[src/rtl/ttt_game_ctrl.sv]
// Tic-tac-toe turn sequencer: arbitrates player moves, owns the board registers
// and consumes the external winner checker's verdict to end or continue the game.
module ttt_game_ctrl #(
   parameter int unsigned TIMEOUT = 1000,
   parameter int unsigned SCORE_W = 8
) (
   input  logic               clk,
   input  logic               rst,
   input  logic               new_game,
   input  logic               p0_valid,
   input  logic [3:0]         p0_pos,
   input  logic               p1_valid,
   input  logic [3:0]         p1_pos,
   output logic               p0_ready,
   output logic               p1_ready,
   output logic               move_ack,
   output logic               move_err,
   output logic               timeout,
   output logic [8:0]         marked,
   output logic [8:0]         owner,
   input  logic               chk_draw,
   input  logic               chk_winner,
   input  logic               chk_game_over,
   output logic               turn,
   output logic               game_over,
   output logic               draw,
   output logic               winner,
   output logic [SCORE_W-1:0] score0,
   output logic [SCORE_W-1:0] score1
);

   localparam int unsigned CELLS    = 9;
   localparam int unsigned TMR_W    = $clog2(TIMEOUT);
   localparam logic [TMR_W-1:0] TMR_LAST = TMR_W'(TIMEOUT - 1);
   localparam logic [SCORE_W-1:0] SCORE_MAX = {SCORE_W{1'b1}};

   typedef enum logic [1:0] {
      WAIT_MOVE = 2'd0,
      CHECK     = 2'd1,
      DONE      = 2'd2
   } state_t;

   state_t             state_q, state_d;
   logic [CELLS-1:0]   marked_d, owner_d;
   logic [TMR_W-1:0]   timer_q, timer_d;
   logic               start_q, start_d;
   logic               turn_d, ack_d, err_d, to_d;
   logic               go_d, draw_d, win_d;
   logic [SCORE_W-1:0] s0_d, s1_d;

   // Request of the current turn-holder; the other player is simply not looked at
   logic               req_valid;
   logic [3:0]         req_pos;
   logic [CELLS-1:0]   cell_oh;
   logic               legal;

   assign req_valid = turn ? p1_valid : p0_valid;
   assign req_pos   = turn ? p1_pos   : p0_pos;
   assign cell_oh   = CELLS'(16'd1 << req_pos);
   assign legal     = (req_pos <= 4'd8) && ((marked & cell_oh) == '0);

   assign p0_ready  = (state_q == WAIT_MOVE) && !turn;
   assign p1_ready  = (state_q == WAIT_MOVE) && turn;

   // Next-state and next-register values
   always_comb begin
      state_d  = state_q;
      marked_d = marked;
      owner_d  = owner;
      timer_d  = timer_q;
      start_d  = start_q;
      turn_d   = turn;
      ack_d    = 1'b0;
      err_d    = 1'b0;
      to_d     = 1'b0;
      go_d     = game_over;
      draw_d   = draw;
      win_d    = winner;
      s0_d     = score0;
      s1_d     = score1;

      if (new_game) begin
         state_d  = WAIT_MOVE;
         marked_d = '0;
         owner_d  = '0;
         timer_d  = '0;
         go_d     = 1'b0;
         draw_d   = 1'b0;
         win_d    = 1'b0;
         start_d  = !start_q;
         turn_d   = !start_q;
      end else begin
         case (state_q)
            WAIT_MOVE: begin
               // Accepted move beats a same-cycle timeout; timeout beats an error
               if (req_valid && legal) begin
                  marked_d = marked | cell_oh;
                  owner_d  = owner | (cell_oh & {CELLS{turn}});
                  ack_d    = 1'b1;
                  timer_d  = '0;
                  state_d  = CHECK;
               end else if (timer_q == TMR_LAST) begin
                  to_d    = 1'b1;
                  turn_d  = !turn;
                  timer_d = '0;
               end else begin
                  err_d   = req_valid;
                  timer_d = timer_q + TMR_W'(1);
               end
            end
            CHECK: begin
               if (chk_game_over) begin
                  go_d    = 1'b1;
                  draw_d  = chk_draw;
                  win_d   = chk_winner;
                  state_d = DONE;
                  if (!chk_draw) begin
                     if (chk_winner) begin
                        if (score1 != SCORE_MAX) s1_d = score1 + SCORE_W'(1);
                     end else begin
                        if (score0 != SCORE_MAX) s0_d = score0 + SCORE_W'(1);
                     end
                  end
               end else begin
                  turn_d  = !turn;
                  state_d = WAIT_MOVE;
               end
            end
            DONE: begin
               state_d = DONE;
            end
            default: begin
               state_d = WAIT_MOVE;
            end
         endcase
      end
   end

   always_ff @(posedge clk or negedge rst) begin
      if (!rst) begin
         state_q   <= WAIT_MOVE;
         marked    <= '0;
         owner     <= '0;
         timer_q   <= '0;
         start_q   <= 1'b0;
         turn      <= 1'b0;
         move_ack  <= 1'b0;
         move_err  <= 1'b0;
         timeout   <= 1'b0;
         game_over <= 1'b0;
         draw      <= 1'b0;
         winner    <= 1'b0;
         score0    <= '0;
         score1    <= '0;
      end else begin
         state_q   <= state_d;
         marked    <= marked_d;
         owner     <= owner_d;
         timer_q   <= timer_d;
         start_q   <= start_d;
         turn      <= turn_d;
         move_ack  <= ack_d;
         move_err  <= err_d;
         timeout   <= to_d;
         game_over <= go_d;
         draw      <= draw_d;
         winner    <= win_d;
         score0    <= s0_d;
         score1    <= s1_d;
      end
   end

endmodule

[config.mk]
export PLATFORM = sky130hd
export DESIGN_NAME = ttt_game_ctrl
export DESIGN_NICKNAME = d
export VERILOG_FILES = /design/src/rtl/ttt_game_ctrl.sv
export SDC_FILE = /design/constraint.sdc
export NUM_CORES = 1
export LEC_CHECK = 0
export ABC_AREA = 0
export BUFFER_PORTS_ARGS = -buffer_cell sky130_fd_sc_hd__buf_2
export CAP_MARGIN = 20
export CELL_PAD_IN_SITES_DETAIL_PLACEMENT = 0
export CELL_PAD_IN_SITES_GLOBAL_PLACEMENT = 1
export CORE_MARGIN = 1.5
export CORE_UTILIZATION = 42
export DETAILED_ROUTE_END_ITERATION = 8
export PLACE_DENSITY = 0.81
export SLEW_MARGIN = 40
export SYNTH_ARGS = -nofsm -noshare
export SYNTH_HDL_FRONTEND = slang
export SYNTH_SLANG_ARGS = --single-unit
[constraint.sdc]
create_clock -name clk -period 2.36 [get_ports clk]
set_input_delay 0.472 -clock clk [delete_from_list [all_inputs] [get_ports clk]]
set_output_delay 0.472 -clock clk [all_outputs]
set_load 0.02 [all_outputs]
==> metrics, run 1 <==
Vias between 2000 and 2500; fillers ~600; RSZ-0062 raised after global routing false; drt wl/cell roughly 15 microns; worst-path maximum fanout 14; Remaining DRCs 0; Synth async-reset ratio 100%; vias in the first global route 2184; R2R setup slack 0.17 ns; most instantiated library cell after synthesis dfrtp_1; Final HPWL DP 4820 microns; CP Launch Type flop; utilization after layout 53.6%; Die H 84.0 microns; drt first pass iters 4; area grow syn2layout 23.5%; Port Buffers 58; Clock Skew slightly below 0.009 ns; Clock Path Buffers 2; layout cells sized above 1 30.9%; Netlist Area Pre-Place 2760 sq um; Max H-tree Level 2; Final GP Congestion 0.910; Synth top cells by count dfrtp_1, nor2_1, nand2_1; Routed WL 6410 microns; Min-Delay Path Class in -> async; Die Wd approximately 84 microns; main flop type after synthesis dfrtp_1; Max-slew headroom 59.8%; Initial Util 43.4%; measured slew at the worst slew-check pin 0.601 ns; Yosys top cell area share about 49%; sequential area share after synthesis slightly below 50%; met2 usage 26.0%; largest area contributor in the netlist dfrtp_1; CP endpoint kind flop; clk slew on worst S/H paths 0.10 ns; CTS tree done; FMAX 457 MHz; Worst EP arrival around 2.4 ns; syn avg cell area roughly 10 sq um; initial antenna violation count 0; Tot GR Track Use between 10% and 20%; final setup violation count 0; Hold Fails Final Rpt 0; CTS Root Buffer Type clkbuf_8; worst r2r dst timer_q[2]; synth top area cells dfrtp_1, xnor2_1, nand3_1; gr busiest metal met1; Pwr per Cell Area 778 nW/um^2; met1 Usage GRT about 29%; # diodes 0; core area ~6300 sq um; pre-CTS setup slack -0.168 ns; Lkg Pwr 1.70 nW; Final Max Tran Viols 0; CTS Hold Bufs 0; run status complete, no violations; drt initial violations 149; met3 GRT Util 4.06%; Synth Register Bits 54; first-pass GRT wire length 10600 microns; Period minus WS final about 2.2 ns; CTS buffer count 5; CP Class reg -> reg; RR Startpoint turn; setup ws final 0.172 ns; clock latency on the worst-skew pair 0.31 ns; Tcrit/Tclk final 92.7%; Syn. warnings 0; Mapped Cells 270; Syn Nets 289; Req. time, crit path between 2 and 3 ns; VDD IR-drop max 0.000467 V; nets 371; site row count 29; gr ovfl total 0; Worst R2R Path Depth 9; clock sinks 54; Cell variety after synth between 50 and 60; largest net degree at the start of global routing 24; Power, Total 2.65 mW; post-route ant nets 0; die area 7060 sq um; Post-synth EDFFs 0; max-cap violations 0; io pins slightly below 60; vias per inst 5.47
## cells in the final DEF, fill, tap and decap left out, types with 3 or more instances in the layout
cell       instances
nor3_1             7
inv_1              7
o2bb2ai_1          6
ha_1               3
nor4_1             3
nand3_1           17
nand3b_1           5
and3_1            10
and2_1             5
buf_2             58
clkbuf_8           6
nand2_1           20
a32o_1             3
xor2_1             5
nand2b_1           4
buf_4             29
a31oi_1            9
xnor2_1           10
dfrtp_1           53
o21ai_0            6
nand4_1            6
nor2_1            22
a21oi_1            6
mux2_2             3
mux2i_1            5
## kinds of logic (layout without fill, tap and decap cells)
| group | Yosys count | count (layout) | share of synthesized area (%) |
|---|---|---|---|
| and+or+nand+nor | 118 | 118 | 23.5 |
| buffers and inverters | 19 | 102 | 3.36 |
| xor gates and xnor gates | 15 | 15 | 4.76 |
| adders and majority gates | 3 | 3 | 1.36 |
| AOI/OAI and AO/OA | 53 | 53 | 14.9 |
| muxes | 8 | 8 | 3.04 |
| DFF | 54 | 54 | 49.0 |
## through the flow
step | std cells | cell area [sq um] | setup TNS [ns] | hold slack [ns]
global route | 430 | 3410 | 0 | 0.0752
floorplan | 270 | 2760 | 0 | 0.176
global placement | 420 | 3280 | -0.174 | 0.413
detailed placement | 420 | 3280 | -0.319 | 0.418
finish | 430 | 3410 | 0 | 0.0705
CTS | 428 | 3380 | 0 | 0.0709
## state kept, by name (all words and copies together), names as in the netlist
signal and flops:
timer_q 10, marked 9, owner 9, score0 8, score1 8, state_q 2, draw 1, game_over 1
move_ack 1, move_err 1, start_q 1, timeout 1, turn 1, winner 1
## routing by layer
| layer | vias up | share of wire, % | routed length, microns |
|---|---|---|---|
| met1 | 1126 | 50 | 3210 |
| met5 | - | 0 | 0 |
| li1 | 1156 | - | - |
| met2 | 68 | 44 | 2790 |
| met4 | 0 | 0.48 | 31 |
| met3 | 2 | 5.9 | 380 |
## worst max-delay path, stage by stage, from the launching register on
cell	delay, ns
dfrtp_2	0.51
buf_4	0.18
nand2b_1	0.15
o22a_1	0.21
a41oi_2	0.22
buf_4	0.17
nor3_1	0.06
buf_4	0.16
or3_1	0.34
a21oi_1	0.12
## how the worst max path moves through the flow
stage / cells after the start / from / end / slack (ns)
after floorplan: 7 / turn / timer_q[1] / 0.21
after detailed placement: 7 / p1_pos[1] / timer_q[5] / -0.17
final: 9 / turn / timer_q[2] / 0.17
after CTS: 6 / turn / timer_q[5] / 0.001
after global placement: 7 / p0_pos[1] / timer_q[5] / -0.08
after global routing: 9 / turn / timer_q[2] / 0.03
## final cells by class
| cell class | instances | area, sq um | area share [%] |
|---|---|---|---|
| Clock inverter | 2 | 16.3 | 0.478 |
| Multi-Input combinational cell | 197 | 1320 | 38.9 |
| Sequential cell | 54 | 1350 | 39.7 |
| Clock buffer | 6 | 82.6 | 2.42 |
| Inverter | 7 | 26.3 | 0.771 |
| Tap cell | 77 | 96.3 | 2.83 |
| Timing Repair Buffer | 87 | 508 | 14.9 |
## power by group
| part | switching (mW) | total [mW] | internal [mW] |
|---|---|---|---|
| registers | 0.116 | 1.14 | 1.02 |
| logic | 0.538 | 0.954 | 0.417 |
| clock network | 0.319 | 0.561 | 0.242 |
## what timing repair did
action | in CTS | in global routing
setup buffers | 0 | 2
cloned | 0 | 0
pin swaps | 0 | 1
setup endpoints to repair | 5 | 13
resized for setup | 1 | 3
(Power assumes the default switching activity.)
==> run 2: changes to the inputs <==
--- a/config.mk
+++ b/config.mk
@@ -8,12 +8,10 @@
 export ABC_AREA = 0
 export BUFFER_PORTS_ARGS = -buffer_cell sky130_fd_sc_hd__buf_2
 export CAP_MARGIN = 20
-export CELL_PAD_IN_SITES_DETAIL_PLACEMENT = 0
-export CELL_PAD_IN_SITES_GLOBAL_PLACEMENT = 1
 export CORE_MARGIN = 1.5
-export CORE_UTILIZATION = 42
+export CORE_UTILIZATION = 54
 export DETAILED_ROUTE_END_ITERATION = 8
-export PLACE_DENSITY = 0.81
+export PLACE_DENSITY = 0.8
 export SLEW_MARGIN = 40
 export SYNTH_ARGS = -nofsm -noshare
 export SYNTH_HDL_FRONTEND = slang
==> constraint.sdc (replaced) <==
create_clock -name clk -period 2.4 [get_ports clk]
set_input_delay 0.48 -clock clk [delete_from_list [all_inputs] [get_ports clk]]
set_output_delay 0.48 -clock clk [all_outputs]
set_load 0.02 [all_outputs]
==> metrics, run 2 (synthesis gave the netlist of run 1 again) <==
CTS Hold Bufs 0 (unchanged); most frequent cells in the layout buf_2, dfrtp_1, nor2_1, nand2_1; site row count 25 (-14%); CP endpoint kind flop; Hold Fails Final Rpt 0 (unchanged); worst-path maximum fanout 17 (+3); Tcrit/Tclk final 93.9% (+1.2 points); fillers 390 (-35%); area grow syn2layout 19.8%; Setup crit start turn; # Post-CTS Setup Buffers 0 (unchanged); WL met1 2860 microns (-11%); run status complete, no violations; Regs by FF count timer_q x10, marked x9, owner x9; DR WL met3 386 microns (+1.6%); clk slew on worst S/H paths 0.10 ns (about the same); Non-Filler Instances 408 (-5.1%); CTS buffer count 5 (unchanged); Port Buffers 58 (unchanged); first-pass GRT wire length 10100 microns (-5.1%); Power, Total 2.56 mW (-3.4%); setup TNS 0 ns (unchanged); final setup violation count 0 (unchanged); layout cells sized above 1 28.4% (-2.4 points); placed instance count 400 (-4.8%); Die Wd 74.5 microns (-11%); CP Class reg -> reg; CP Launch Type flop; Final Max Tran Viols 0 (unchanged); largest reg by FF count timer_q; Lkg Pwr 1.64 nW (-3.5%); CP cell instances and3b_1 > o21ai_0 > a41oi_2 > nor4_4 > buf_4 > nand2_1 > o2bb2ai_1; Worst EP arrival 2.48 ns (+0.04 ns); Max-slew headroom 56.6% (-3.1 points); Pwr per Cell Area 775 nW/um^2 (-0.45%); Period minus WS final 2.25 ns (+0.0657 ns); drt initial violations 209 (+40%); core area 4820 sq um (-24%); die area 5540 sq um (-21%); vias per inst 5.75 (+5.1%); Req. time, crit path 2.63 ns (+0.02 ns); Remaining DRCs 0 (unchanged); CTS Root Buffer Type clkbuf_8; clock sinks 54 (unchanged); Crit-path slowest cell dfrtp_2; Top Metal Used met4; nets 359 (-3.2%); Reg area 1350 sq um (unchanged); Final HPWL DP 4580 microns (-5.0%); drt first pass iters 4 (unchanged); most common cell after layout, fill and taps aside buf_2; Routed WL 6230 microns (-2.8%); RSZ-0062 raised after global routing false; Min-Delay Path Class in -> async; Die H 74.5 microns (-11%); max-cap violations 0 (unchanged); measured slew at the worst slew-check pin 0.650 ns (+0.0491 ns); FMAX 444 MHz (-2.9%); largest net degree at the start of global routing 55 (+130%); vias in the first global route 2188 (+0.18%); Vias 2345 (-0.30%); Clock Skew 0.00288 ns (-0.00587 ns); routed wl met2 2900 microns (+3.8%); io pins 59 (unchanged); Max H-tree Level 2 (unchanged); Clock Path Buffers 2 (unchanged); initial antenna violation count 0 (unchanged); clock latency on the worst-skew pair 0.31 ns (about the same); area of the multi-input gates 1320 sq um (unchanged); CTS tree done; VDD IR-drop max 0.000449 V (-3.9%); Final GP Congestion 0.863 (-5.2%); RR Startpoint turn; Tot GR Track Use 23.8% (+5.2 points); post-route ant nets 0 (unchanged); max reg flops 10 (unchanged); gr ovfl total 0 (unchanged); CTS resizes 1 (unchanged); Initial Util 57.2% (+14 points); # diodes 0 (unchanged); crit-path max cell delay 0.53 ns (+0.02 ns); drt wl/cell 15.3 microns (+2.4%)
## run 2: changes by cell type in the layout (fill, tap and decap cells not counted)
cell     delta
buf_4      -12
o21ai_0     +1
o21ai_1     -1
## run 2: cell type report
type / instances / area share (%)
Sequential cell: 54 / 40.9
Tap cell: 67 / 2.54
Clock inverter: 2 / 0.492
Timing Repair Buffer: 75 / 12.7
Inverter: 7 / 0.795
Clock buffer: 6 / 2.50
Multi-Input combinational cell: 197 / 40.1
## run 2: critical path: cells and delay by family (launching register included)
family,cells,cell delay (ns)
compound gates,3,0.68
buf+inv,1,0.22
simple gates,3,0.75
flops,1,0.53
## run 2: final timing paths
kind                               to  slack, ns  cells after the start
max                          owner[6]       0.15                      7
min                        timer_q[4]       0.28                      2
max reg2reg                  owner[6]       0.15                      7
min reg2reg                   start_q       0.48                      1
max in group asynchronous        turn       1.66                      2
min in group clk               winner       0.44                      3
## run 2: report_power, final
part | internal, mW | switching [mW] | total [mW]
sequential | 1.00 | 0.121 | 1.12
combinational | 0.371 | 0.520 | 0.892
clock | 0.238 | 0.306 | 0.544
total | 1.61 | 0.947 | 2.56
## run 2: metrics by stage
step	hold WS [ns]	worst slack, ns	area, sq um	util (%)
after floorplan	0.184	0.246	2760	-
after global placement	0.454	0.0481	3190	66.3
after detailed placement	0.461	-0.121	3190	66.3
after CTS	0.302	0.0778	3300	68.4
after global routing	0.341	0.0385	3300	68.6
final	0.278	0.146	3300	68.6
## run 2: routing by layer
layer	GRT usage [%]	vias to the layer above
met4	9.29	0
met1	31.8	1129
li1	-	1127
met3	5.96	9
met2	37.5	80
met5	0	-
